===== config.mk =====
export PLATFORM = sky130hd
export DESIGN_NAME = data_cache_ctrl
export DESIGN_NICKNAME = d
export VERILOG_FILES = /design/src/rtl/ap_cache_pkg.sv /design/src/rtl/data_cache_line_ram.sv /design/src/rtl/data_cache_ctrl.sv
export SDC_FILE = /design/constraint.sdc
export NUM_CORES = 1
export LEC_CHECK = 0
export ABC_AREA = 0
export CORE_MARGIN = 4
export CORE_UTILIZATION = 51
export CTS_CLUSTER_DIAMETER = 200
export DETAILED_ROUTE_END_ITERATION = 10
export PLACE_DENSITY_LB_ADDON = 0.05
export SYNTH_ARGS = -nofsm -noshare
export SYNTH_HDL_FRONTEND = slang
export SYNTH_HIERARCHICAL = 1
export SYNTH_SLANG_ARGS = --single-unit

===== constraint.sdc =====
create_clock -name clk -period 3.65 [get_ports clk]
set_input_delay 0.5475 -clock clk [delete_from_list [all_inputs] [get_ports clk]]
set_output_delay 0.5475 -clock clk [all_outputs]
set_load 0.01 [all_outputs]

===== src/rtl/ap_cache_pkg.sv =====
// ============================================================================
// Module  : ap_cache_pkg
// Brief   : Shared types and constants for the AP single-line data cache.
// Rev     : 1.0  initial release
// ============================================================================
`default_nettype none

package ap_cache_pkg;

    typedef enum logic [2:0] {
        S_IDLE    = 3'd0,
        S_LOOKUP  = 3'd1,
        S_RESP    = 3'd2,
        S_WB_REQ  = 3'd3,
        S_WB_DATA = 3'd4,
        S_RD_REQ  = 3'd5,
        S_RD_DATA = 3'd6
    } cache_state_t;

    // DDR is byte-addressed with 8 bytes per cache word
    localparam int DDR_WORD_SHIFT  = 3;
    localparam int BURST_LEN_WIDTH = 10;

    function automatic logic [BURST_LEN_WIDTH-1:0] burst_len(input int depth);
        return BURST_LEN_WIDTH'(depth);
    endfunction

endpackage

`default_nettype wire


===== src/rtl/data_cache_line_ram.sv =====
// ============================================================================
// Module  : data_cache_line_ram
// Brief   : Register array holding the resident line; one write port, two
//           combinational read ports (response and write-back).
// Rev     : 1.0  initial release
// ============================================================================
`default_nettype none

module data_cache_line_ram #(
    parameter int DEPTH      = 16,
    parameter int DATA_WIDTH = 16,
    parameter int IDX_W      = 4
) (
    input  logic                  clk,
    input  logic                  i_we,
    input  logic [IDX_W-1:0]      i_waddr,
    input  logic [DATA_WIDTH-1:0] i_wdata,
    input  logic [IDX_W-1:0]      i_raddr_resp,
    output logic [DATA_WIDTH-1:0] o_rdata_resp,
    input  logic [IDX_W-1:0]      i_raddr_wb,
    output logic [DATA_WIDTH-1:0] o_rdata_wb
);

    logic [DATA_WIDTH-1:0] r_mem [DEPTH];

    always_ff @(posedge clk) begin
        if (i_we) begin
            r_mem[i_waddr] <= i_wdata;
        end
    end

    assign o_rdata_resp = r_mem[i_raddr_resp];
    assign o_rdata_wb   = r_mem[i_raddr_wb];

endmodule

`default_nettype wire


===== src/rtl/data_cache_ctrl.sv =====
// ============================================================================
// Module  : data_cache_ctrl
// Brief   : Single-line data cache controller with DDR write-back and refill.
// Options : DATA_CACHE_PERF_EN adds saturating hit_cnt/miss_cnt outputs.
// Rev     : 1.0  initial release
// ============================================================================
`default_nettype none

module data_cache_ctrl
    import ap_cache_pkg::*;
#(
    parameter int DATA_CACHE_DEPTH = 16,
    parameter int DATA_WIDTH       = 16,
    parameter int DDR_ADDR_WIDTH   = 28,
    parameter int ADDR_WIDTH_MEM   = 16
) (
    input  logic                      clk,
    input  logic                      rst,
    input  logic                      data_req,
    input  logic                      data_we,
    input  logic [ADDR_WIDTH_MEM-1:0] data_addr,
    input  logic [DATA_WIDTH-1:0]     data_wr,
    output logic                      data_rdy,
    output logic                      data_out_valid,
    output logic [DATA_WIDTH-1:0]     data_out,
    output logic [ADDR_WIDTH_MEM-1:0] tag_data,
    output logic                      rd_burst_req,
    output logic [DDR_ADDR_WIDTH-1:0] rd_burst_addr,
    output logic [9:0]                rd_burst_len,
    input  logic                      rd_burst_data_valid,
    input  logic [DATA_WIDTH-1:0]     rd_burst_data,
    input  logic                      rd_burst_finish,
    output logic                      wr_burst_req,
    output logic [DDR_ADDR_WIDTH-1:0] wr_burst_addr,
    output logic [9:0]                wr_burst_len,
    input  logic                      wr_burst_data_req,
    output logic [DATA_WIDTH-1:0]     wr_burst_data,
    input  logic                      wr_burst_finish
`ifdef DATA_CACHE_PERF_EN
    ,
    output logic [31:0]               hit_cnt,
    output logic [31:0]               miss_cnt
`endif
);

    localparam int c_IDX_W = (DATA_CACHE_DEPTH > 1) ? $clog2(DATA_CACHE_DEPTH) : 1;

    cache_state_t r_state, w_next_state;

    logic [ADDR_WIDTH_MEM-1:0] r_addr, r_tag;
    logic [DATA_WIDTH-1:0]     r_wdata;
    logic                      r_we, r_valid, r_dirty;
    logic [c_IDX_W-1:0]        r_store_cnt;
    logic [c_IDX_W:0]          r_rd_cnt;

    logic [ADDR_WIDTH_MEM:0]   w_addr_ext, w_tag_ext, w_tag_end;
    logic                      w_hit, w_in_wb, w_in_rd, w_refill_we, w_line_we;
    logic [c_IDX_W-1:0]        w_index, w_line_waddr;
    logic [DATA_WIDTH-1:0]     w_line_wdata, w_rd_resp, w_rd_wb;

    // One extra bit keeps tag+DEPTH from wrapping at the top of the address space
    assign w_addr_ext = {1'b0, r_addr};
    assign w_tag_ext  = {1'b0, r_tag};
    assign w_tag_end  = w_tag_ext + (ADDR_WIDTH_MEM+1)'(DATA_CACHE_DEPTH);
    assign w_hit      = r_valid && (w_addr_ext >= w_tag_ext) && (w_addr_ext < w_tag_end);
    assign w_index    = c_IDX_W'(r_addr - r_tag);

    assign w_in_wb     = (r_state == S_WB_REQ) || (r_state == S_WB_DATA);
    assign w_in_rd     = (r_state == S_RD_REQ) || (r_state == S_RD_DATA);
    assign w_refill_we = w_in_rd && rd_burst_data_valid && !r_rd_cnt[c_IDX_W];

    always_comb begin
        w_line_we    = 1'b0;
        w_line_waddr = w_index;
        w_line_wdata = r_wdata;
        if (r_state == S_RESP && r_we) begin
            w_line_we = 1'b1;
        end else if (w_refill_we) begin
            w_line_we    = 1'b1;
            w_line_waddr = r_rd_cnt[c_IDX_W-1:0];
            w_line_wdata = rd_burst_data;
        end
    end

    data_cache_line_ram #(
        .DEPTH      (DATA_CACHE_DEPTH),
        .DATA_WIDTH (DATA_WIDTH),
        .IDX_W      (c_IDX_W)
    ) u_line_ram (
        .clk          (clk),
        .i_we         (w_line_we),
        .i_waddr      (w_line_waddr),
        .i_wdata      (w_line_wdata),
        .i_raddr_resp (w_index),
        .o_rdata_resp (w_rd_resp),
        .i_raddr_wb   (r_store_cnt),
        .o_rdata_wb   (w_rd_wb)
    );

    always_comb begin
        w_next_state = r_state;
        case (r_state)
            S_IDLE:    if (data_req) w_next_state = S_LOOKUP;
            S_LOOKUP: begin
                if (w_hit)                 w_next_state = S_RESP;
                else if (r_valid && r_dirty) w_next_state = S_WB_REQ;
                else                       w_next_state = S_RD_REQ;
            end
            S_RESP:    w_next_state = S_IDLE;
            S_WB_REQ:  if (wr_burst_data_req)   w_next_state = S_WB_DATA;
            S_WB_DATA: if (wr_burst_finish)     w_next_state = S_RD_REQ;
            S_RD_REQ:  if (rd_burst_data_valid) w_next_state = S_RD_DATA;
            S_RD_DATA: if (rd_burst_finish)     w_next_state = S_LOOKUP;
            default:   w_next_state = S_IDLE;
        endcase
    end

    always_ff @(posedge clk or negedge rst) begin
        if (!rst) begin
            r_state     <= S_IDLE;
            r_addr      <= '0;
            r_we        <= 1'b0;
            r_wdata     <= '0;
            r_tag       <= '0;
            r_valid     <= 1'b0;
            r_dirty     <= 1'b0;
            r_store_cnt <= '0;
            r_rd_cnt    <= '0;
        end else begin
            r_state <= w_next_state;
            if (r_state == S_IDLE && data_req) begin
                r_addr  <= data_addr;
                r_we    <= data_we;
                r_wdata <= data_wr;
            end
            if (r_state == S_RESP && r_we) begin
                r_dirty <= 1'b1;
            end
            if (w_in_wb && wr_burst_data_req) begin
                r_store_cnt <= r_store_cnt + 1'b1;
            end
            if (r_state == S_WB_DATA && wr_burst_finish) begin
                r_dirty     <= 1'b0;
                r_store_cnt <= '0;
            end
            // Line is being overwritten; it is not valid until the refill completes
            if (r_state == S_RD_REQ) begin
                r_valid <= 1'b0;
            end
            if (w_refill_we) begin
                r_rd_cnt <= r_rd_cnt + 1'b1;
            end
            if (r_state == S_RD_DATA && rd_burst_finish) begin
                r_tag    <= r_addr;
                r_valid  <= 1'b1;
                r_dirty  <= 1'b0;
                r_rd_cnt <= '0;
            end
        end
    end

    assign data_rdy       = (r_state == S_IDLE);
    assign data_out_valid = (r_state == S_RESP);
    assign data_out       = (r_state == S_RESP && !r_we) ? w_rd_resp : '0;
    assign tag_data       = r_tag;

    assign rd_burst_req  = (r_state == S_RD_REQ);
    assign rd_burst_addr = rd_burst_req ? (DDR_ADDR_WIDTH'(r_addr) << DDR_WORD_SHIFT) : '0;
    assign rd_burst_len  = rd_burst_req ? burst_len(DATA_CACHE_DEPTH) : '0;

    assign wr_burst_req  = (r_state == S_WB_REQ);
    assign wr_burst_addr = wr_burst_req ? (DDR_ADDR_WIDTH'(r_tag) << DDR_WORD_SHIFT) : '0;
    assign wr_burst_len  = wr_burst_req ? burst_len(DATA_CACHE_DEPTH) : '0;
    assign wr_burst_data = w_in_wb ? w_rd_wb : '0;

`ifdef DATA_CACHE_PERF_EN
    logic [31:0] r_hit_cnt, r_miss_cnt;
    logic        r_first;

    // Only the first lookup of a request counts; the post-refill lookup is skipped
    always_ff @(posedge clk or negedge rst) begin
        if (!rst) begin
            r_hit_cnt  <= '0;
            r_miss_cnt <= '0;
            r_first    <= 1'b0;
        end else begin
            if (r_state == S_IDLE && data_req) begin
                r_first <= 1'b1;
            end
            if (r_state == S_LOOKUP) begin
                r_first <= 1'b0;
                if (r_first && w_hit && r_hit_cnt != '1) begin
                    r_hit_cnt <= r_hit_cnt + 1'b1;
                end
                if (r_first && !w_hit && r_miss_cnt != '1) begin
                    r_miss_cnt <= r_miss_cnt + 1'b1;
                end
            end
        end
    end

    assign hit_cnt  = r_hit_cnt;
    assign miss_cnt = r_miss_cnt;
`else
    // Counters are not built in this configuration
`endif

endmodule

`default_nettype wire


Yosys cells after proc, flatten, opt, wreduce, memory -nomap -nowiden:

Memory sizes are Yosys's and may differ from the RTL's.
Cells that the tools add are included.
Widths: inputs -> output; s select.

* bits in latches: 0
* bits in registers: 63
* bits in writable memories: 256
* logic and storage cells: 79
* memories kept: 1
* bits of input ports: 56
* memory bits (read-only): 0

* div/mod/pow operators: 0
* add/sub/neg operators: 4
* mux-type cells: 31
* shifts and indexed selects: 0
* magnitude comparators: 2
* multiply operators: 0
* bitwise logic cells: 0
* reductions and logical operators: 21
* eq/ne operators: 11

Memory list
* u_line_ram.r_mem: words 16, bits a word 16, rd ports 2, clocked after Yosys merged registers in 0, wr ports 1, line data_cache_line_ram.sv:24 `logic [DATA_WIDTH-1:0] r_mem [DEPTH];`

Operators with widths (count)
* $mux 16: 4
* $mux 19: 2
* $mux 3: 7
* $mux 5: 4
* $pmux 3 s6: 1
* $add 16x5->17 const B: 1
* $lt 16x17->1: 1
* $ge 16x16->1: 1
* $mux 4: 4
* $logic_and 1x1->1: 11
* $eq 3x3->1 const B: 3
* $mux 1: 9
* $eq 3x2->1 const B: 2
* $ne 2x2->1 const B: 3
* $reduce_bool 2->1: 3
* $add 5x1->5 const B: 1
* $reduce_and 5->1: 1
* $add 4x1->4 const B: 1
* $ne 2x1->1 const B: 2
* $sub 4x4->4: 1
* $eq 3x1->1 const B: 1
* $logic_not 3->1: 1
* $reduce_bool 3->1: 1
* $logic_not 1->1: 2
* $logic_or 1x1->1: 2

Depth between registers and ports, before layout:

Gate-level depths: netlist of the first run.

* depth in word-level cells: 8
* gate-level depth with buffers: 12

Modules after synthesis:

The synthesis of the first run kept the hierarchy.

Modules (own cells, without submodules)
* data_cache_line_ram: cells each 553, area each 11673.7 sq um, instances 1
* data_cache_ctrl: cells each 476, area each 4553.1 sq um, instances 1

Least setup slack after synthesis of the first run:

OpenSTA, ideal clock, no wires.

* kind: register to register
* start point: register r_tag[1] (netlist: tag_data[1])
* end point: memory u_line_ram.r_mem[0][0] (enable)
* library setup time: 0.409 ns
* data arrival time: 3.212 ns
* buffers on the path: 0
* clock period less this slack: 3.621 ns
* stages on the path, launching flop included: 10
* path slack: 0.029 ns
* required time: 3.241 ns
* cells stage by stage: dfrtp_1 > inv_1 > ha_1 > nor2b_1 > o21a_1 > nor2_1 > xnor2_1 > mux2_2 > or3b_2 > nor3_1

* cells in the longest elaborated chain, start to end: 3

RTL lines
* from (decl): line data_cache_ctrl.sv:50 `logic [ADDR_WIDTH_MEM-1:0] r_addr, r_tag;`
* from (signal assigned): line data_cache_ctrl.sv:154 `r_tag <= r_addr;`
* $sub 4x4->4 *: line data_cache_ctrl.sv:66 `assign w_index = c_IDX_W'(r_addr - r_tag);`
* net w_index[3]: line data_cache_ctrl.sv:58 `logic [c_IDX_W-1:0] w_index, w_line_waddr;`
* $mux 4: line data_cache_ctrl.sv:78 `end else if (w_refill_we) begin`
* $mux 4 *: line data_cache_ctrl.sv:76 `if (r_state == S_RESP && r_we) begin`
* net w_line_waddr[3]: line data_cache_ctrl.sv:58
* to (decl): line data_cache_line_ram.sv:24

Mark *: on every way through the listed nets, which the timed path passes. The rest lies on a longest branch.

Worst setup path in the final report of the first run:

* start point: register r_tag[0] (netlist: tag_data[0])
* end point: output data_out[5]

* cells in the longest elaborated chain, start to end: 3

RTL lines
* $sub 4x4->4: line data_cache_ctrl.sv:66
* net w_index[1]: line data_cache_ctrl.sv:58
* $mem_v2 16x16
* net w_rd_resp[5]: line data_cache_ctrl.sv:59 `logic [DATA_WIDTH-1:0] w_line_wdata, w_rd_resp, w_rd_wb;`
* $mux 16: line data_cache_ctrl.sv:164 `assign data_out = (r_state == S_RESP && !r_we) ? w_rd_resp : '0;`
* to (decl): line data_cache_ctrl.sv:25 `output logic [DATA_WIDTH-1:0] data_out,`

The timed path passes the listed nets, and every way through them passes these cells.

==> flow_results.org, run 1 <==
** Clocking
- Cell at the root of the clock tree :: sky130_fd_sc_hd__clkbuf_16
- Clock tree from TritonCTS :: done
- Clock tree synthesis found a total of 319 sinks.
- In this run, CTS created clock tree buffers numbering 35.
- Counting along the longest clock path gives a buffer depth of 3.
- The later pin in the worst-skew pair is clocked with a latency of 0.52 ns.
- The H-tree generated during clock tree synthesis spans 2 levels.
- Clk slew on worst S/H paths :: 0.06 ns

** STA
- In the post-route analysis, the smallest setup slack over all paths is 0.07667 ns.
- Hold is met by 0.03399 ns.
- The count of final hold-check violations is 0.
- Clock skew after layout :: 0.01819 ns
- In the finished design, the share of the clock period the worst path needs comes to 0.9790.
- Shortest period the worst path allows :: 3.573 ns
- Fmax :: 279.9 MHz
- Headroom to the max-slew limit came out at 0.4070.
- Final number of max-transition violations :: 0
- Worst Max-Slew Pin Slew :: 0.8896 ns
- Endpoints failing setup :: 0
- Adding up every negative setup slack in the final design gives 0 ns.

** Synthesis
- Summed over all instances, the cell type with the most area after synthesis is sky130_fd_sc_hd__edfxtp_1.
- Sorting the synthesized cells by area gives the leading types as sky130_fd_sc_hd__edfxtp_1 (47%), sky130_fd_sc_hd__mux4_2 (15%), sky130_fd_sc_hd__dfrtp_1 (9.7%).
- In this run, synthesis produced a sequential element count of 319.
- Yosys mapped the design onto 61 distinct sky130hd cell types.
- In this run the cell area of the synthesized design comes to 16230 µm².
- Count of flip-flops with a built-in enable after synthesis :: 256
- Most common flop cell mapped by yosys :: sky130_fd_sc_hd__edfxtp_1
- Of all flip-flops after synthesis, the portion carrying an async set or reset was 0.1975.
- Of the synthesized area, sequential elements account for 0.5709.
- Count of mapped cells out of synthesis :: 1029
- Synthesized area per cell :: 15.77 µm²
- For this run, the number of Yosys warnings is 6.
- Of the post-synthesis cell area, the dominant cell type holds 0.4737.

** Power
- Standby leakage power :: 7.067 nW
- Maximum ir drop on the vdd rail :: 0.8425 mV
- The design draws 21.04 mW.
- Power density relative to cell area :: 1063 nW/µm²

** Placement
- Summing all placed instances gives a cell area of 18300 µm².
- Counting tap cells, the placed design contains a total of 1577 instances.
- The HPWL after detailed placement is 27.72 mm.
- The congestion estimate from routability-driven global placement came to 0.8118.
- OpenSTA, run right after detailed placement, puts the worst setup slack at 0.2192 ns.
- Port buffering added 141 buffers.

** Finish
- At the end of the flow, the number of nets in the layout was 1320.
- Fraction of final layout cells sized beyond drive strength 1 :: 0.2945
- Area growth from synthesis to final layout :: 21.94%
- Once layout is complete, the utilization of the core stands at 0.6287.
- The repair_antennas step left the layout with diodes totalling 0.
- Excluding fillers, the count of instances in the completed layout stands at 1655.
- After routing the design area is 19790 µm².

** Route
- Count of vias placed by the detailed router :: 10040
- Average wire per standard cell :: 25.76 µm
- DRC violations left :: 0
- Summed over all layers, the routed wires come to 42.63 mm.
- The pre-antenna-repair detailed-routing pass consisted of 5 iterations.
- Antenna Nets Post-Route :: 0
- Average vias per placed instance :: 6.066
- Detailed router's first-iteration violation count :: 1006

** Global routing
- The total overflow left after global routing is 0.
- Entering global routing, the biggest net connects 37 pins.
- Overall global routing resource usage :: 0.2431
- Vias in the first global route :: 10152
- For this run, global-route usage on met1 was measured as 0.3511.
- Met3 layer usage reported by global route :: 0.03685
- The initial antenna violation count was 0.
- For met2 alone, demand over resource in global routing was 0.3901.
- After global routing, the most crowded layer is met2.
- The first global-routing pass estimated 63.89 mm of wire.

** Worst setup path
- Setup crit end kind :: output port
- STA puts the critical path data required time at 3.10 ns.
- Arrival time worst endpoint :: 3.03 ns
- Largest driver fanout on the critical path :: 6
- Worst setup path class :: reg -> out
- Startpoint Class :: register
- Depth of the worst register-to-register path :: 10

** Floorplanning
- Die W :: 186.4 µm
- Die footprint :: 34740 µm²
- Die Y :: 186.4 µm
- Starting density of the core :: 0.5156
- Floorplan row count :: 65
- In this run the count of I/O pins placed on the die edge is 184.
- Core box area :: 31470 µm²

** Hold path
- Path category of the worst min-delay check :: in -> async

** Run status
- The flow ran to the end, and the final reports show no timing, DRC or antenna violations.

** Flow run
- Across the run, the number of max-cap violations was 0.
[critical path, cell delays in order (launching register included)]
cell                       delay (ns)
sky130_fd_sc_hd__dfrtp_1         0.41
sky130_fd_sc_hd__ha_4            0.18
sky130_fd_sc_hd__fa_2            0.56
sky130_fd_sc_hd__clkinv_4        0.10
sky130_fd_sc_hd__buf_4           0.15
sky130_fd_sc_hd__buf_12          0.13
sky130_fd_sc_hd__mux4_2          0.33
sky130_fd_sc_hd__a22oi_1         0.21
sky130_fd_sc_hd__nand2_1         0.15
sky130_fd_sc_hd__and2_4          0.17
sky130_fd_sc_hd__buf_6           0.11
[worst paths after layout]
path,from,to,slack [ns]
worst max-delay path,tag_data[0],data_out[5],0.08
worst min-delay path,rst,r_dirty,0.03
worst max register to register,tag_data[1],u_line_ram/r_mem[0][5],0.70
worst min register to register,r_wdata[7],r_wdata[7],0.50
max in group asynchronous,rst,r_wdata[12],2.83
min in group clk,r_wdata[7],r_wdata[7],0.50
[cell usage in the layout, fill, tap and decap left out, types with 6 or more instances in the layout]
master | netlist | layout
sky130_fd_sc_hd__clkdlybuf4s50_1 | 0 | 124
sky130_fd_sc_hd__a22oi_2 | 0 | 22
sky130_fd_sc_hd__nor2_2 | 0 | 13
sky130_fd_sc_hd__mux4_1 | 18 | 15
sky130_fd_sc_hd__nand3_1 | 9 | 9
sky130_fd_sc_hd__xnor2_1 | 13 | 11
sky130_fd_sc_hd__mux2_2 | 36 | 36
sky130_fd_sc_hd__buf_6 | 12 | 8
sky130_fd_sc_hd__inv_1 | 22 | 19
sky130_fd_sc_hd__ha_1 | 32 | 31
sky130_fd_sc_hd__buf_2 | 11 | 8
sky130_fd_sc_hd__mux4_2 | 107 | 110
sky130_fd_sc_hd__clkbuf_1 | 14 | 6
sky130_fd_sc_hd__dfrtp_1 | 63 | 60
sky130_fd_sc_hd__nand2_1 | 64 | 62
sky130_fd_sc_hd__clkbuf_16 | 0 | 35
sky130_fd_sc_hd__a21oi_1 | 15 | 15
sky130_fd_sc_hd__a22oi_1 | 64 | 42
sky130_fd_sc_hd__o21ai_0 | 28 | 28
sky130_fd_sc_hd__mux2_1 | 13 | 13
sky130_fd_sc_hd__and2_1 | 48 | 44
sky130_fd_sc_hd__nor3_1 | 12 | 8
sky130_fd_sc_hd__edfxtp_1 | 256 | 256
sky130_fd_sc_hd__buf_4 | 57 | 63
sky130_fd_sc_hd__nand4_1 | 9 | 9
sky130_fd_sc_hd__nor2b_1 | 23 | 21
sky130_fd_sc_hd__buf_12 | 0 | 17
sky130_fd_sc_hd__conb_1 | 1 | 42
sky130_fd_sc_hd__nor2_1 | 33 | 20
[report_power, final]
group          switching [mW]  internal (mW)
logic                    6.14           5.82
clock network            1.41           2.06
registers               0.508           5.10
total                    8.06           13.0
[Yosys cell counts (all sizes together), types with 2 or more instances]
| cell type | instances |
|---|---|
| edfxtp | 256 |
| mux4 | 128 |
| buf | 88 |
| nand2 | 65 |
| a22oi | 64 |
| dfrtp | 63 |
| and2 | 49 |
| mux2 | 49 |
| nor2 | 33 |
| ha | 32 |
| o21ai | 31 |
| inv | 23 |
| nor2b | 23 |
| clkbuf | 17 |
| a21oi | 16 |
| nor3 | 13 |
| xnor2 | 13 |
| nand3 | 9 |
| nand4 | 9 |
| nand2b | 5 |
| a211oi | 4 |
| mux2i | 4 |
| a21o | 3 |
| and3 | 3 |
| xor2 | 3 |
| nand3b | 2 |
| o2111ai | 2 |
| o211ai | 2 |
| o21bai | 2 |
| or3 | 2 |
[routing by layer]
layer	share of wire	routed length (µm)
met5	0	0
met4	0.027	1157
met3	0.073	3108
met2	0.48	20450
met1	0.42	17910
[what timing repair did]
action	in CTS	in global routing
pin swaps	15	21
endpoints found under the setup margin	26	16
cloned	3	0
hold buffers	0	0
resized for setup	75	41
setup buffers	16	3
[cells by family (layout without fill, tap and decap cells)]
family	count (synthesis)	after routing	synth area share
DFF	319	319	0.5709
adders and majority gates	33	33	0.02591
buffers and inverters	129	312	0.05074
and+or+nand+nor	217	217	0.06878
AOI/OAI and AO/OA	133	133	0.05606
muxes	181	181	0.2188
other	1	42	0.0002311
xor gates and xnor gates	16	16	0.008636
[area by class of cell]
class                           count  area [µm²]
Clock buffer                       42       912.1
Fill cell                        2311       11690
Inverter                           23       93.84
Clock inverter                     17       192.7
Multi-Input combinational cell    622        6499
Timing Repair Buffer              230        2317
Tap cell                          402       503.0
Sequential cell                   319        9270
[state kept, by name, indices dropped and copies added (netlist names)]
name              flops
r_we                  1
r_dirty               1
r_rd_cnt              5
r_wdata              16
r_store_cnt           4
u_line_ram/r_mem    256
tag_data             16
r_valid               1
r_addr               16
r_state               3
(Power assumes the default switching activity.)
==> run 2, diff against run 1 <==
==> constraint.sdc (replaced) <==
create_clock -name clk -period 3.65 [get_ports clk]
set_input_delay 0.365 -clock clk [delete_from_list [all_inputs] [get_ports clk]]
set_output_delay 0.365 -clock clk [all_outputs]
set_load 0.01 [all_outputs]
==> flow_results.org, run 2 (same netlist as run 1, synthesis figures left out) <==
** Finish
- The area growth from synthesis to final layout came to 23.35% (was 21.94%).
- Design Area, Final :: 20020 µm² (was 19790 µm²)
- The number of non-filler instances in the completed layout is 1668 (was 1655).
- Combined area of the multi-input logic cells :: 6452 µm² (was 6499 µm²)
- Fraction of final layout cells sized beyond drive strength 1 :: 0.2830 (was 0.2945)
- The number of inserted filler cells in the final layout is 2305 (was 2311).
- The layout net count came to 1326 (was 1320).
- The number of flip-flops under the largest register name was 256 (unchanged).
- Leading cell type in the layout, fill and taps excluded :: sky130_fd_sc_hd__edfxtp_1 (unchanged)
- Commonest cells after routing, fill and taps aside :: sky130_fd_sc_hd__edfxtp_1 (256), sky130_fd_sc_hd__clkdlybuf4s50_1 (124), sky130_fd_sc_hd__mux4_2 (109) (was sky130_fd_sc_hd__edfxtp_1 (256), sky130_fd_sc_hd__clkdlybuf4s50_1 (124), sky130_fd_sc_hd__mux4_2 (110))
- Flip-flop and latch area :: 9270 µm² (unchanged)
- Most flop-heavy register :: u_line_ram/r_mem (unchanged)

** Global routing
- Vias in the first global route :: 10157 (was 10152)
- The first-pass GRT wire length is 63.22 mm (was 63.89 mm).
- Number of antenna violations at the first check in global routing :: 0 (unchanged)
- Overall global routing resource usage :: 0.2399 (was 0.2431)
- The final global-route overflow total was 0 (unchanged).
- The maximum number of pins on one net before global-route repair is 38 (was 37).

** STA
- Final Hold Violating Endpoints :: 0 (unchanged)
- Clock skew after layout :: 0.01248 ns (was 0.01819 ns)
- Setup repair after global routing missed its margin :: no
- Slack of the critical path :: 0.09575 ns (was 0.07667 ns)
- Shortest period the worst path allows :: 3.554 ns (was 3.573 ns)
- The share of the cycle needed by the critical path after routing is 0.9738 (was 0.9790).
- Endpoints failing setup :: 0 (unchanged)
- Final number of max-transition violations :: 0 (unchanged)
- The slew at the pin with the worst max-slew slack was 0.9322 ns (was 0.8896 ns).
- Setup TNS :: 0 ns (unchanged)
- Fmax :: 281.4 MHz (was 279.9 MHz)
- Max transition margin :: 0.3785 (was 0.4070)

** Placement
- The instance count after placement with tap cells included came to 1574 (was 1577).
- Pre-CTS setup slack :: 0.3235 ns (was 0.2192 ns)
- The half-perimeter wire length after detailed placement is 27.09 mm (was 27.72 mm).
- The post-detailed-placement cell area was 18260 µm² (was 18300 µm²).
- The final estimated routing congestion in global placement is 0.8197 (was 0.8118).
- Port Buf Inserts :: 141 (unchanged)

** Worst setup path
- Reg-to-reg startpoint :: r_state[0] (was tag_data[1])
- The capture point of the worst reg-to-reg path is u_line_ram/r_mem[8][1] (was u_line_ram/r_mem[0][5]).
- CP Buf/Inv Count :: 4 (unchanged)
- The category of the critical setup timing path was reg -> out (unchanged).
- The arrival time reported for the critical path endpoint was 3.19 ns (was 3.03 ns).
- Max incr delay on CP :: 0.56 ns (about the same)
- The data required time of the critical path came to 3.28 ns (was 3.10 ns).
- The maximum net fanout on the critical path was 11 (was 6).
- The worst reg-to-reg path cell count was 8 (was 10).
- Setup crit end kind :: output port (unchanged)
- The startpoint type of the worst setup path was a register (unchanged).
- The largest delay contributor family on the critical path was adder cells (unchanged).
- Master of the slowest instance on the critical path :: sky130_fd_sc_hd__fa_2 (unchanged)
- R2R Setup Slk :: 0.51 ns (was 0.70 ns)
- Cell Chain, Critical Path: ha_4 -> fa_2 -> clkinv_4 -> buf_12 -> clkbuf_16 -> mux4_2 -> a22oi_2 -> nand2_1 -> and2_1 -> dlygate4sd2_1 (was ha_4 -> fa_2 -> clkinv_4 -> buf_4 -> buf_12 -> mux4_2 -> a22oi_1 -> nand2_1 -> and2_4 -> buf_6).

** Power
- The combinational fraction of design power came to 0.553 (was 0.568).
- The net switching power was 8.018 mW (was 8.059 mW).
- The total power is 21.26 mW (was 21.04 mW).
- The worst voltage drop across the vdd grid came to 0.6706 mV (was 0.8425 mV).
- The share of total power consumed by net switching came to 0.3771 (was 0.3830).
- Standby leakage power :: 7.277 nW (was 7.067 nW)
- The proportion of power drawn by the clock network was 0.180 (was 0.165).
- The sequential cell fraction of total power is 0.267 (about the same).
- Internal Pwr Total :: 13.24 mW (was 12.98 mW)
- Power density relative to cell area :: 1062 nW/µm² (was 1063 nW/µm²)

** Hold path
- Path category of the worst min-delay check :: in -> async (unchanged)

** Floorplanning
- Core box area :: 31470 µm² (unchanged)
- Starting density of the core :: 0.5156 (unchanged)
- The row count came to 65 (unchanged).
- The die area is 34740 µm² (unchanged).
- The number of top-level pins was 184 (unchanged).
- The die boundary width is 186.4 µm (unchanged).
- Die Y :: 186.4 µm (unchanged)

** Route
- The ratio of routed vias to standard cells came to 6.018 (was 6.066).
- The number of search-and-repair iterations in the first detailed-routing pass was 5 (unchanged).
- The per-cell routed wire length came to 25.47 µm (was 25.76 µm).
- The total number of vias was 10038 (was 10040).
- Antenna Nets Post-Route :: 0 (unchanged)
- DRC violations left :: 0 (unchanged)
- Total Wirelength :: 42.48 mm (was 42.63 mm)
- Detailed router's first-iteration violation count :: 1002 (was 1006)

** Clocking
- The clock tree from TritonCTS is done (unchanged).
- Number of buffers between clock root and the deepest sink :: 3 (unchanged)
- Clk slew on worst S/H paths :: 0.06 ns (about the same)
- The number of sinks on the clock net was 319 (unchanged).
- Clock buffers created by TritonCTS :: 36 (was 35)
- CTS H-Tree Depth :: 2 (unchanged)
- The clock tree root buffer cell was sky130_fd_sc_hd__clkbuf_16 (unchanged).
- Clock latency of the later-clocked register in the worst-skew pair :: 0.52 ns (about the same)

** Flow run
- Maximum capacitance violations :: 0 (unchanged)

** Run status
- Run status :: completed (unchanged)
-- run 2: stage by stage --
step | util | hold WS, ns
6_report | 0.6359 | 0.4296
5_1_grt | 0.6359 | 0.4417
4_1_cts | 0.6278 | 0.4252
3_5_place_dp | 0.5800 | 0.4319
3_3_place_gp | 0.5800 | 0.4376
2_1_floorplan | - | 0.06941
-- run 2: cell type report --
class | instances | area share
well taps | 402 | 0.02513
multi-input cells | 622 | 0.3224
clock buffers | 49 | 0.05639
inverters | 23 | 0.004813
clock inverters | 17 | 0.008502
flip-flops and latches | 319 | 0.4632
repair buffers | 235 | 0.1195
diodes | 1 | 0.0001250
-- run 2: routing by layer --
layer	vias up	track usage	wire length, µm
li1	4406	-	-
met1	5158	0.3292	17250
met2	416	0.4073	21250
met3	58	0.04284	3150
met4	0	0.05489	828
met5	-	0	0
-- run 2: power by group through the flow --
stage	Combinational, mW	Clock, mW	Sequential [mW]
finish	11.8	3.83	5.67
global route	12.6	4.07	5.77
CTS	11.0	3.90	5.67
detailed placement	10.2	0	5.74
global placement	10.1	0	5.72
floorplan	6.74	0	5.51
-- run 2: worst max-delay path by stage --
stage          cells past startpoint  slack, ns                      to   startpoint
2_1_floorplan                      9       0.03  u_line_ram/r_mem[0][0]  tag_data[1]
3_3_place_gp                       9       0.37             data_out[2]  tag_data[0]
3_5_place_dp                      12       0.32             data_out[5]  tag_data[1]
4_1_cts                            9      -0.05             data_out[5]  tag_data[0]
5_1_grt                           10      0.007             data_out[8]  tag_data[0]
6_report                          10        0.1            data_out[11]  tag_data[0]
-- run 2: timing repair --
action | CTS | global route
buffers inserted | 4 | 18
resized for setup | 34 | 27
gates cloned | 3 | 1
hold endpoints to repair | 26 | 0
endpoints found under the setup margin | 16 | 9
pin swaps | 1 | 6
hold buffers | 1 | 0
